--- config.mk ---
export PLATFORM = sky130hd
export DESIGN_NAME = nonce_search_ctrl
export DESIGN_NICKNAME = d
export VERILOG_FILES = /design/src/rtl/nonce_search_ctrl_pkg.sv /design/src/rtl/nonce_search_ctrl_tag_pipe.sv /design/src/rtl/nonce_search_ctrl.sv
export SDC_FILE = /design/constraint.sdc
export NUM_CORES = 2
export LEC_CHECK = 0
export BUFFER_PORTS_ARGS = -buffer_cell sky130_fd_sc_hd__buf_2
export CAP_MARGIN = 20
export CORE_AREA = 4 4 424 426
export CTS_CLUSTER_SIZE = 14
export DETAILED_ROUTE_END_ITERATION = 7
export DIE_AREA = 0 0 428 430
export GPL_TIMING_DRIVEN = 0
export SYNTH_ARGS = -nofsm -noshare
export SYNTH_HDL_FRONTEND = slang
export SYNTH_HIERARCHICAL = 1
export SYNTH_SLANG_ARGS = --single-unit
--- constraint.sdc ---
create_clock -name clk -period 14.9 [get_ports clk]
set_clock_uncertainty 0.2 [all_clocks]
set_input_delay 1.49 -clock clk [delete_from_list [all_inputs] [get_ports clk]]
set_output_delay 1.49 -clock clk [all_outputs]
set_load 0.01 [all_outputs]
--- src/rtl/nonce_search_ctrl_pkg.sv ---
// Shared types, widths and helpers for the nonce search controller and its hasher.
// Word order: H0 occupies bits [255:224]; the nonce counter lives in the low word [31:0].
package nonce_search_ctrl_pkg;

    localparam int unsigned SHA256_W = 256;
    localparam int unsigned NONCE_W  = 256;
    localparam int unsigned IDX_W    = 32;
    localparam int unsigned DIFF_W   = 9;
    localparam int unsigned MAX_DIFF = 256;

    typedef enum logic [1:0] {
        S_IDLE,
        S_RUN,
        S_DRAIN,
        S_REPORT
    } search_state_t;

    // In-flight tag travelling alongside each nonce through the hasher.
    typedef struct packed {
        logic             valid;
        logic [IDX_W-1:0] index;
    } tag_t;

    function automatic logic [DIFF_W-1:0] clamp_difficulty(input logic [DIFF_W-1:0] d);
        return (d > DIFF_W'(MAX_DIFF)) ? DIFF_W'(MAX_DIFF) : d;
    endfunction

    // True when the top d bits of the hash are all zero; d=0 accepts any hash.
    function automatic logic meets_difficulty(input logic [SHA256_W-1:0] hash,
                                              input logic [DIFF_W-1:0]   d);
        logic [DIFF_W-1:0] sh;
        if (d == '0) begin
            return 1'b1;
        end
        sh = DIFF_W'(SHA256_W) - d;
        return (hash >> sh) == '0;
    endfunction

    // Candidate for index idx: only the low word counts, wrapping mod 2^32.
    function automatic logic [NONCE_W-1:0] nonce_at(input logic [NONCE_W-1:0] seed,
                                                    input logic [IDX_W-1:0]   idx);
        return {seed[NONCE_W-1:IDX_W], IDX_W'(seed[IDX_W-1:0] + idx)};
    endfunction

endpackage

--- src/rtl/nonce_search_ctrl_tag_pipe.sv ---
// Valid/index shift register that mirrors the hasher latency; DEPTH=0 is a wire.
module tag_pipe
    import nonce_search_ctrl_pkg::*;
#(
    parameter int unsigned DEPTH = 0
) (
    input  logic clk,
    input  logic rst_n,
    input  logic flush,
    input  tag_t tag_in,
    output tag_t tag_out_c,
    output logic empty_c
);

    if (DEPTH == 0) begin : g_pass
        logic unused_ok;
        assign unused_ok = ^{clk, rst_n, flush};
        assign tag_out_c = tag_in;
        assign empty_c   = 1'b1;
    end else begin : g_pipe
        tag_t stage [DEPTH];

        // Flush kills every in-flight tag, including the one being shifted in.
        always_ff @(posedge clk or negedge rst_n) begin
            if (!rst_n) begin
                for (int unsigned i = 0; i < DEPTH; i++) begin
                    stage[i] <= '0;
                end
            end else if (flush) begin
                for (int unsigned i = 0; i < DEPTH; i++) begin
                    stage[i].valid <= 1'b0;
                end
            end else begin
                stage[0] <= tag_in;
                for (int unsigned i = 1; i < DEPTH; i++) begin
                    stage[i] <= stage[i-1];
                end
            end
        end

        assign tag_out_c = stage[DEPTH-1];

        always_comb begin
            empty_c = 1'b1;
            for (int unsigned i = 0; i < DEPTH; i++) begin
                if (stage[i].valid) begin
                    empty_c = 1'b0;
                end
            end
        end
    end

endmodule

--- src/rtl/nonce_search_ctrl.sv ---
// Issues sequential nonces to the hasher and reports the lowest-index hash meeting
// the leading-zero difficulty, or exhaustion, over a valid/ready result port.
module nonce_search_ctrl
    import nonce_search_ctrl_pkg::*;
#(
    parameter int unsigned HASH_LATENCY = 0
) (
    input  logic                clk,
    input  logic                rst_n,
    input  logic                start,
    input  logic                abort,
    input  logic [NONCE_W-1:0]  seed,
    input  logic [DIFF_W-1:0]   difficulty,
    input  logic [IDX_W-1:0]    max_count,
    output logic [NONCE_W-1:0]  hs_nonce,
    input  logic [SHA256_W-1:0] hs_hash,
    output logic                busy,
    output logic                res_valid,
    input  logic                res_ready,
    output logic                res_found,
    output logic [NONCE_W-1:0]  res_nonce,
    output logic [IDX_W-1:0]    res_index
);

    search_state_t      state, state_n;
    logic [NONCE_W-1:0] seed_q, seed_n;
    logic [DIFF_W-1:0]  diff_q, diff_n;
    logic [IDX_W-1:0]   max_q, max_n;
    logic               issue_vld, issue_vld_n;
    logic [IDX_W-1:0]   issue_idx, issue_idx_n;
    logic [NONCE_W-1:0] hs_nonce_n;
    logic               busy_n;
    logic               res_valid_n, res_found_n;
    logic [NONCE_W-1:0] res_nonce_n;
    logic [IDX_W-1:0]   res_index_n;

    logic flush_c;
    logic match_c;
    logic pipe_empty_c;
    tag_t tag_out_c;

    tag_pipe #(.DEPTH(HASH_LATENCY)) u_tag_pipe (
        .clk       (clk),
        .rst_n     (rst_n),
        .flush     (flush_c),
        .tag_in    ({issue_vld, issue_idx}),
        .tag_out_c (tag_out_c),
        .empty_c   (pipe_empty_c)
    );

    assign match_c = tag_out_c.valid && meets_difficulty(hs_hash, diff_q);

    // Next-state and next-output logic; priority is abort > match > normal progress.
    always_comb begin
        state_n     = state;
        seed_n      = seed_q;
        diff_n      = diff_q;
        max_n       = max_q;
        issue_vld_n = issue_vld;
        issue_idx_n = issue_idx;
        hs_nonce_n  = hs_nonce;
        res_valid_n = res_valid;
        res_found_n = res_found;
        res_nonce_n = res_nonce;
        res_index_n = res_index;
        flush_c     = 1'b0;

        case (state)
            S_IDLE: begin
                if (start && !abort) begin
                    seed_n      = seed;
                    diff_n      = clamp_difficulty(difficulty);
                    max_n       = max_count;
                    issue_idx_n = '0;
                    hs_nonce_n  = seed;
                    if (max_count != '0) begin
                        state_n     = S_RUN;
                        issue_vld_n = 1'b1;
                    end else begin
                        state_n     = S_REPORT;
                        res_valid_n = 1'b1;
                        res_found_n = 1'b0;
                        res_nonce_n = '0;
                        res_index_n = '0;
                    end
                end
            end
            S_RUN, S_DRAIN: begin
                if (abort) begin
                    state_n     = S_IDLE;
                    issue_vld_n = 1'b0;
                    flush_c     = 1'b1;
                end else if (match_c) begin
                    state_n     = S_REPORT;
                    issue_vld_n = 1'b0;
                    flush_c     = 1'b1;
                    res_valid_n = 1'b1;
                    res_found_n = 1'b1;
                    res_index_n = tag_out_c.index;
                    res_nonce_n = nonce_at(seed_q, tag_out_c.index);
                end else if (state == S_RUN) begin
                    if (IDX_W'(issue_idx + 1'b1) == max_q) begin
                        state_n     = S_DRAIN;
                        issue_vld_n = 1'b0;
                    end else begin
                        issue_idx_n = IDX_W'(issue_idx + 1'b1);
                        hs_nonce_n  = nonce_at(seed_q, issue_idx_n);
                    end
                end else if (pipe_empty_c) begin
                    state_n     = S_REPORT;
                    res_valid_n = 1'b1;
                    res_found_n = 1'b0;
                    res_nonce_n = '0;
                    res_index_n = max_q;
                end
            end
            S_REPORT: begin
                if (abort || res_ready) begin
                    state_n     = S_IDLE;
                    res_valid_n = 1'b0;
                    res_found_n = 1'b0;
                    res_nonce_n = '0;
                    res_index_n = '0;
                end
            end
            default: begin
                state_n     = S_IDLE;
                issue_vld_n = 1'b0;
                flush_c     = 1'b1;
                res_valid_n = 1'b0;
            end
        endcase

        busy_n = (state_n != S_IDLE);
    end

    always_ff @(posedge clk or negedge rst_n) begin
        if (!rst_n) begin
            state     <= S_IDLE;
            seed_q    <= '0;
            diff_q    <= '0;
            max_q     <= '0;
            issue_vld <= 1'b0;
            issue_idx <= '0;
            hs_nonce  <= '0;
            busy      <= 1'b0;
            res_valid <= 1'b0;
            res_found <= 1'b0;
            res_nonce <= '0;
            res_index <= '0;
        end else begin
            state     <= state_n;
            seed_q    <= seed_n;
            diff_q    <= diff_n;
            max_q     <= max_n;
            issue_vld <= issue_vld_n;
            issue_idx <= issue_idx_n;
            hs_nonce  <= hs_nonce_n;
            busy      <= busy_n;
            res_valid <= res_valid_n;
            res_found <= res_found_n;
            res_nonce <= res_nonce_n;
            res_index <= res_index_n;
        end
    end

endmodule

Yosys cells after proc, flatten, opt, wreduce, memory -nomap -nowiden

Cells that the tools add are included.

Register bits after elaboration: 879
Bits in latches: 0
Bits in writable memories: 0
ROM bits: 0
Input bits: 558
Output and inout port bits: 547
Logic and storage cells: 106
Memories: 0

Add/subtract/negate cells: 4
Multiply operators: 0
Div/mod/pow operators: 0
$lt $le $gt $ge: 1
Equality and inequality tests: 15
Shift-type cells: 1
Muxes and demuxes: 58
Bitwise logic cells: 0
Reduce and logical (&&, ||, !) cells: 15

Operators with widths:

| kind                                                  | count |
|---|---|
| two-way mux 256 bit                                   | 11 |
| case mux 256 bit (3 select lines)                     | 1 |
| case mux 256 bit (2 select lines)                     | 1 |
| two-way mux 32 bit                                    | 11 |
| zero test 256 bit                                     | 1 |
| >> shifter 256 x 9 -> 256 bit                         | 1 |
| case mux 32 bit (3 select lines)                      | 1 |
| adder 32 bit                                          | 2 |
| case mux 32 bit (2 select lines)                      | 1 |
| adder 32 x 1 -> 32 bit (second input constant)        | 1 |
| equality test 32 bit                                  | 1 |
| nonzero test 32 bit                                   | 1 |
| two-way mux 1 bit                                     | 20 |
| inequality test 2 bit (second input constant)         | 8 |
| two-way mux 2 bit                                     | 7 |
| AND reduction 5 bit                                   | 2 |
| greater-than comparator 9 bit (second input constant) | 1 |
| zero test 9 bit                                       | 1 |
| two-way mux 9 bit                                     | 1 |
| subtractor 9 bit (first input constant)               | 1 |
| inequality test 4 bit (second input constant)         | 2 |
| case mux 1 bit (3 select lines)                       | 2 |
| case mux 2 bit (3 select lines)                       | 1 |
| AND reduction 6 bit                                   | 1 |
| 11 further kinds                                      | 14 |

Longest topological paths before layout

Depth after elaboration: 9
Gate-level depth with buffers: 25

Hierarchy

Netlist, hierarchy kept.

By module, submodules not included:

| module            | times used | cells each | area each (µm²) |
|---|---|---|---|
| nonce_search_ctrl | 1          | 5,033      | 54,355.9 |
| tag_pipe          | 1          | 35         | 259.0 |

Worst setup path after synthesis

OpenSTA, ideal clock, no wires.

Kind: register to register
From: register diff_q[0]
To: register res_nonce[151]
Arrival: 5,362 ps
Slack: 9,217 ps
Stages on the path, launching flop included: 25
Cell sequence: dfrtp_1 > buf_2 > buf_6 > buf_2 > inv_1 > ha_1 > buf_2 > clkbuf_1 > buf_1 > mux4_2 > nor3_1 > nor3_1 > nor4_1 > nand4_1 > a2111oi_0 > a31oi_1 > o21ai_0 > nand4_1 > nor4_2 > o221a_2 > o31ai_1 > buf_6 > buf_6 > buf_6 > a22o_1

Word-level cells in the longest chain between the ends: 8
Elaborated cells between the ends (all ways): 12
Classes of those cells: add/sub (1); eq/ne (1); shift (1); mux (5); reduce/logical (4)

RTL lines:

| item                              | RTL line                    | RTL |
|---|---|---|
| from (decl)                       | nonce_search_ctrl.sv:27     | `logic [DIFF_W-1:0] diff_q, diff_n;` |
| from (signal assigned)            | nonce_search_ctrl.sv:154    | `diff_q <= diff_n;` |
| subtractor 9 bit                  | nonce_search_ctrl_pkg.sv:35 | `sh = DIFF_W'(SHA256_W) - d;` |
| >> shifter 256 x 9 -> 256 bit     | nonce_search_ctrl_pkg.sv:36 | `return (hash >> sh) == '0;` |
| zero test 256 bit                 | nonce_search_ctrl_pkg.sv:36 |  |
| two-way mux 1 bit (*)             | nonce_search_ctrl_pkg.sv:35 |  |
| logical AND 1 bit (*)             | nonce_search_ctrl.sv:51     | `assign match_c = tag_out_c.valid && meets_difficulty(hs_hash, diff_q);` |
| two-way mux 256 bit               | nonce_search_ctrl.sv:93     | `end else if (match_c) begin` |
| two-way mux 256 bit               | nonce_search_ctrl.sv:89     | `if (abort) begin` |
| case mux 256 bit (3 select lines) | nonce_search_ctrl.sv:68     | `case (state)` |
| to (signal assigned)              | nonce_search_ctrl.sv:162    | `res_nonce <= res_nonce_n;` |
| to (decl)                         | nonce_search_ctrl.sv:21     | `output logic [NONCE_W-1:0] res_nonce,` |

Mark *: on every way between the ends. The rest lies on a longest branch, timed or not. The select of a mux whose other input is x is not followed.
A chain may end at the register's enable or synchronous reset.

Worst setup path after layout

From: register diff_q[0]
To: register res_nonce[247]

Same word-level chain as after synthesis.

==> results.cfg <==
[logic_synthesis]
ys_warn_count = 6
syn_nets = 5696
synth_cells = 5067
synth.avg_cell_area_um2 = 10.8
syn_area_um2 = 54600

[drt]
vias = 55454
routedWlPerCell_um = 38.6
drt-total-wl_um = 339000
first_iter_violations = 6802
drtPass1Iterations = 8
ant_nets = 0
drc = 1
via_per_inst = 6.31

[finish]
final_nets = 6934
fillers = 17689
synthToLayoutAreaGrowth_pct = 23.1
final_layout_size_suffix_gt1_frac = 0.369
stdcell_count = 8785

[sta]
fin_crit_sh = 0.775
max_freq_mhz = 86.6
slew_violations = 0
setup_viol = 0
period_needed_ns = 11.54
final-hold-violation-count = 0
rsz0062_at_grt = false
max-slew-margin-rel = 0.104
worst_pin_slew_ns = 1.34

[hold_path]
hold_start = res_found
hp-class = reg -> reg

[global_routing]
grt_max_degree = 114
antenna_found_initial = 123
grt_pass1_wl_um = 460000
grt_usage = 0.353
grt_pass1_vias = 54624
gr-total-overflow = 0

[clock_network]
clk_pin_slew_ns = 0.06
clock_path_buffers = 3
cts_made_buffers = 99
holdBufCountCts = 0
root_buffer = clkbuf_16
clkLatencyLatePin_ns = 0.77
cts-resized-gates = 0
post_cts_buffers = 0
cts_max_level = 3
cts_tree = yes
clock_sinks = 879

[critical_path]
cp.required_ns = 15.33
worstSetupEndpointType = flop
arrival_ns = 11.97
start_kind = flop
regToRegStartpoint = diff_q[0]
critPathKind = reg -> reg
cp-startpoint = diff_q[0]
cp_max_fo = 10

[run]
maxCapViolCount = 0

[die]
die_y_um = 430
rows = 154
die_w_um = 428
io_pins = 1105
start_util = 0.311
dieArea_um2 = 184000
core_um2 = 176000

[status]
outcome = complete, but fails checks
violations = design-rule violations

[placed_design]
io_buffers = 1103
globalplace.congestion = 1.04
dp_hpwl_um = 272000
placed_cells = 8539
## critical path, cell delays in order, from the launching register on
cell	delay, ns
dfrtp_1	0.34
buf_2	0.30
buf_6	0.20
buf_2	0.56
inv_1	0.44
ha_1	0.33
buf_2	0.22
xor2_2	0.75
buf_2	0.75
clkbuf_1	1.01
clkbuf_1	0.95
a21oi_1	0.22
o22ai_1	0.40
nand4_1	0.17
a2111oi_0	0.85
a31oi_1	0.34
o21ai_0	0.35
nand4_1	0.20
nor4_2	0.54
o221ai_2	0.44
nor3_2	0.56
buf_2	0.59
buf_2	0.41
a22o_1	0.18
## registers in the layout, summed over array words and instances, names as in the netlist, 2 cells and up
signal     flops
res_index     32
issue_idx     32
res_nonce    256
seed_q       256
hs_nonce     256
state          2
max_q         32
diff_q         9
## per-layer routing
metal / wire (µm) / global-route usage
met4: 30600 / 0.261
met2: 147000 / 0.530
met3: 35700 / 0.109
met1: 126000 / 0.428
met5: 412 / 0
## per-stage QoR
step / hold WS [ns] / utilization / cell area (µm²) / worst slack [ns] / setup TNS (ns)
after floorplan: 0.279 / - / 54600 / 9.22 / 0
after global placement: 0.257 / 0.359 / 63100 / -7.30 / -6271.62
after detailed placement: 0.266 / 0.362 / 63600 / 4.03 / 0
after CTS: 0.288 / 0.381 / 67000 / 3.93 / 0
after global routing: 0.293 / 0.382 / 67200 / 3.54 / 0
final: 0.284 / 0.383 / 67200 / 3.36 / 0
## area by class of cell
| type | count | area, µm² | area share |
|---|---|---|---|
| sequential | 879 | 22000 | 0.327 |
| tap | 2340 | 2930 | 0.0435 |
| antenna | 60 | 150 | 0.00223 |
| clock inverter | 35 | 482 | 0.00716 |
| multi-input combinational | 3664 | 30100 | 0.448 |
| buffer | 464 | 2310 | 0.0344 |
| clock buffer | 146 | 2930 | 0.0435 |
| timing repair buffer | 1137 | 6130 | 0.0911 |
| inverter | 60 | 225 | 0.00335 |
## path summary, 6_finish.rpt
path / cells past startpoint / end / slack, ns
setup / recovery: 23 / res_nonce[247] / 3.36
hold / removal: 1 / res_found / 0.28
setup reg to reg: 23 / res_nonce[247] / 3.36
hold reg to reg: 1 / res_found / 0.28
max in group asynchronous: 5 / max_q[6] / 11.65
min in group asynchronous: 1 / seed_q[140] / 0.51
## placed cells by master (no fill, tap or decap), types with 28 or more instances in the layout
cell / n
nand2b_1: 28
mux2_2: 316
a211o_1: 58
clkbuf_1: 246
a211oi_1: 65
clkbuf_16: 100
and3_1: 82
nand3_1: 107
inv_1: 59
xnor2_1: 71
nor2b_1: 50
nor2_1: 440
mux4_2: 242
nand2_1: 220
buf_2: 1249
o221a_2: 234
a21oi_1: 166
o22ai_1: 38
mux2i_1: 195
diode_2: 60
dfrtp_1: 879
xor2_1: 58
nor4_1: 70
nor3_1: 155
a22o_1: 257
buf_4: 54
ha_1: 69
o21ai_0: 339
Power is left out: the tool's default activity adds up to more than one toggle a clock period on the data nets, which glitch-free logic cannot reach.
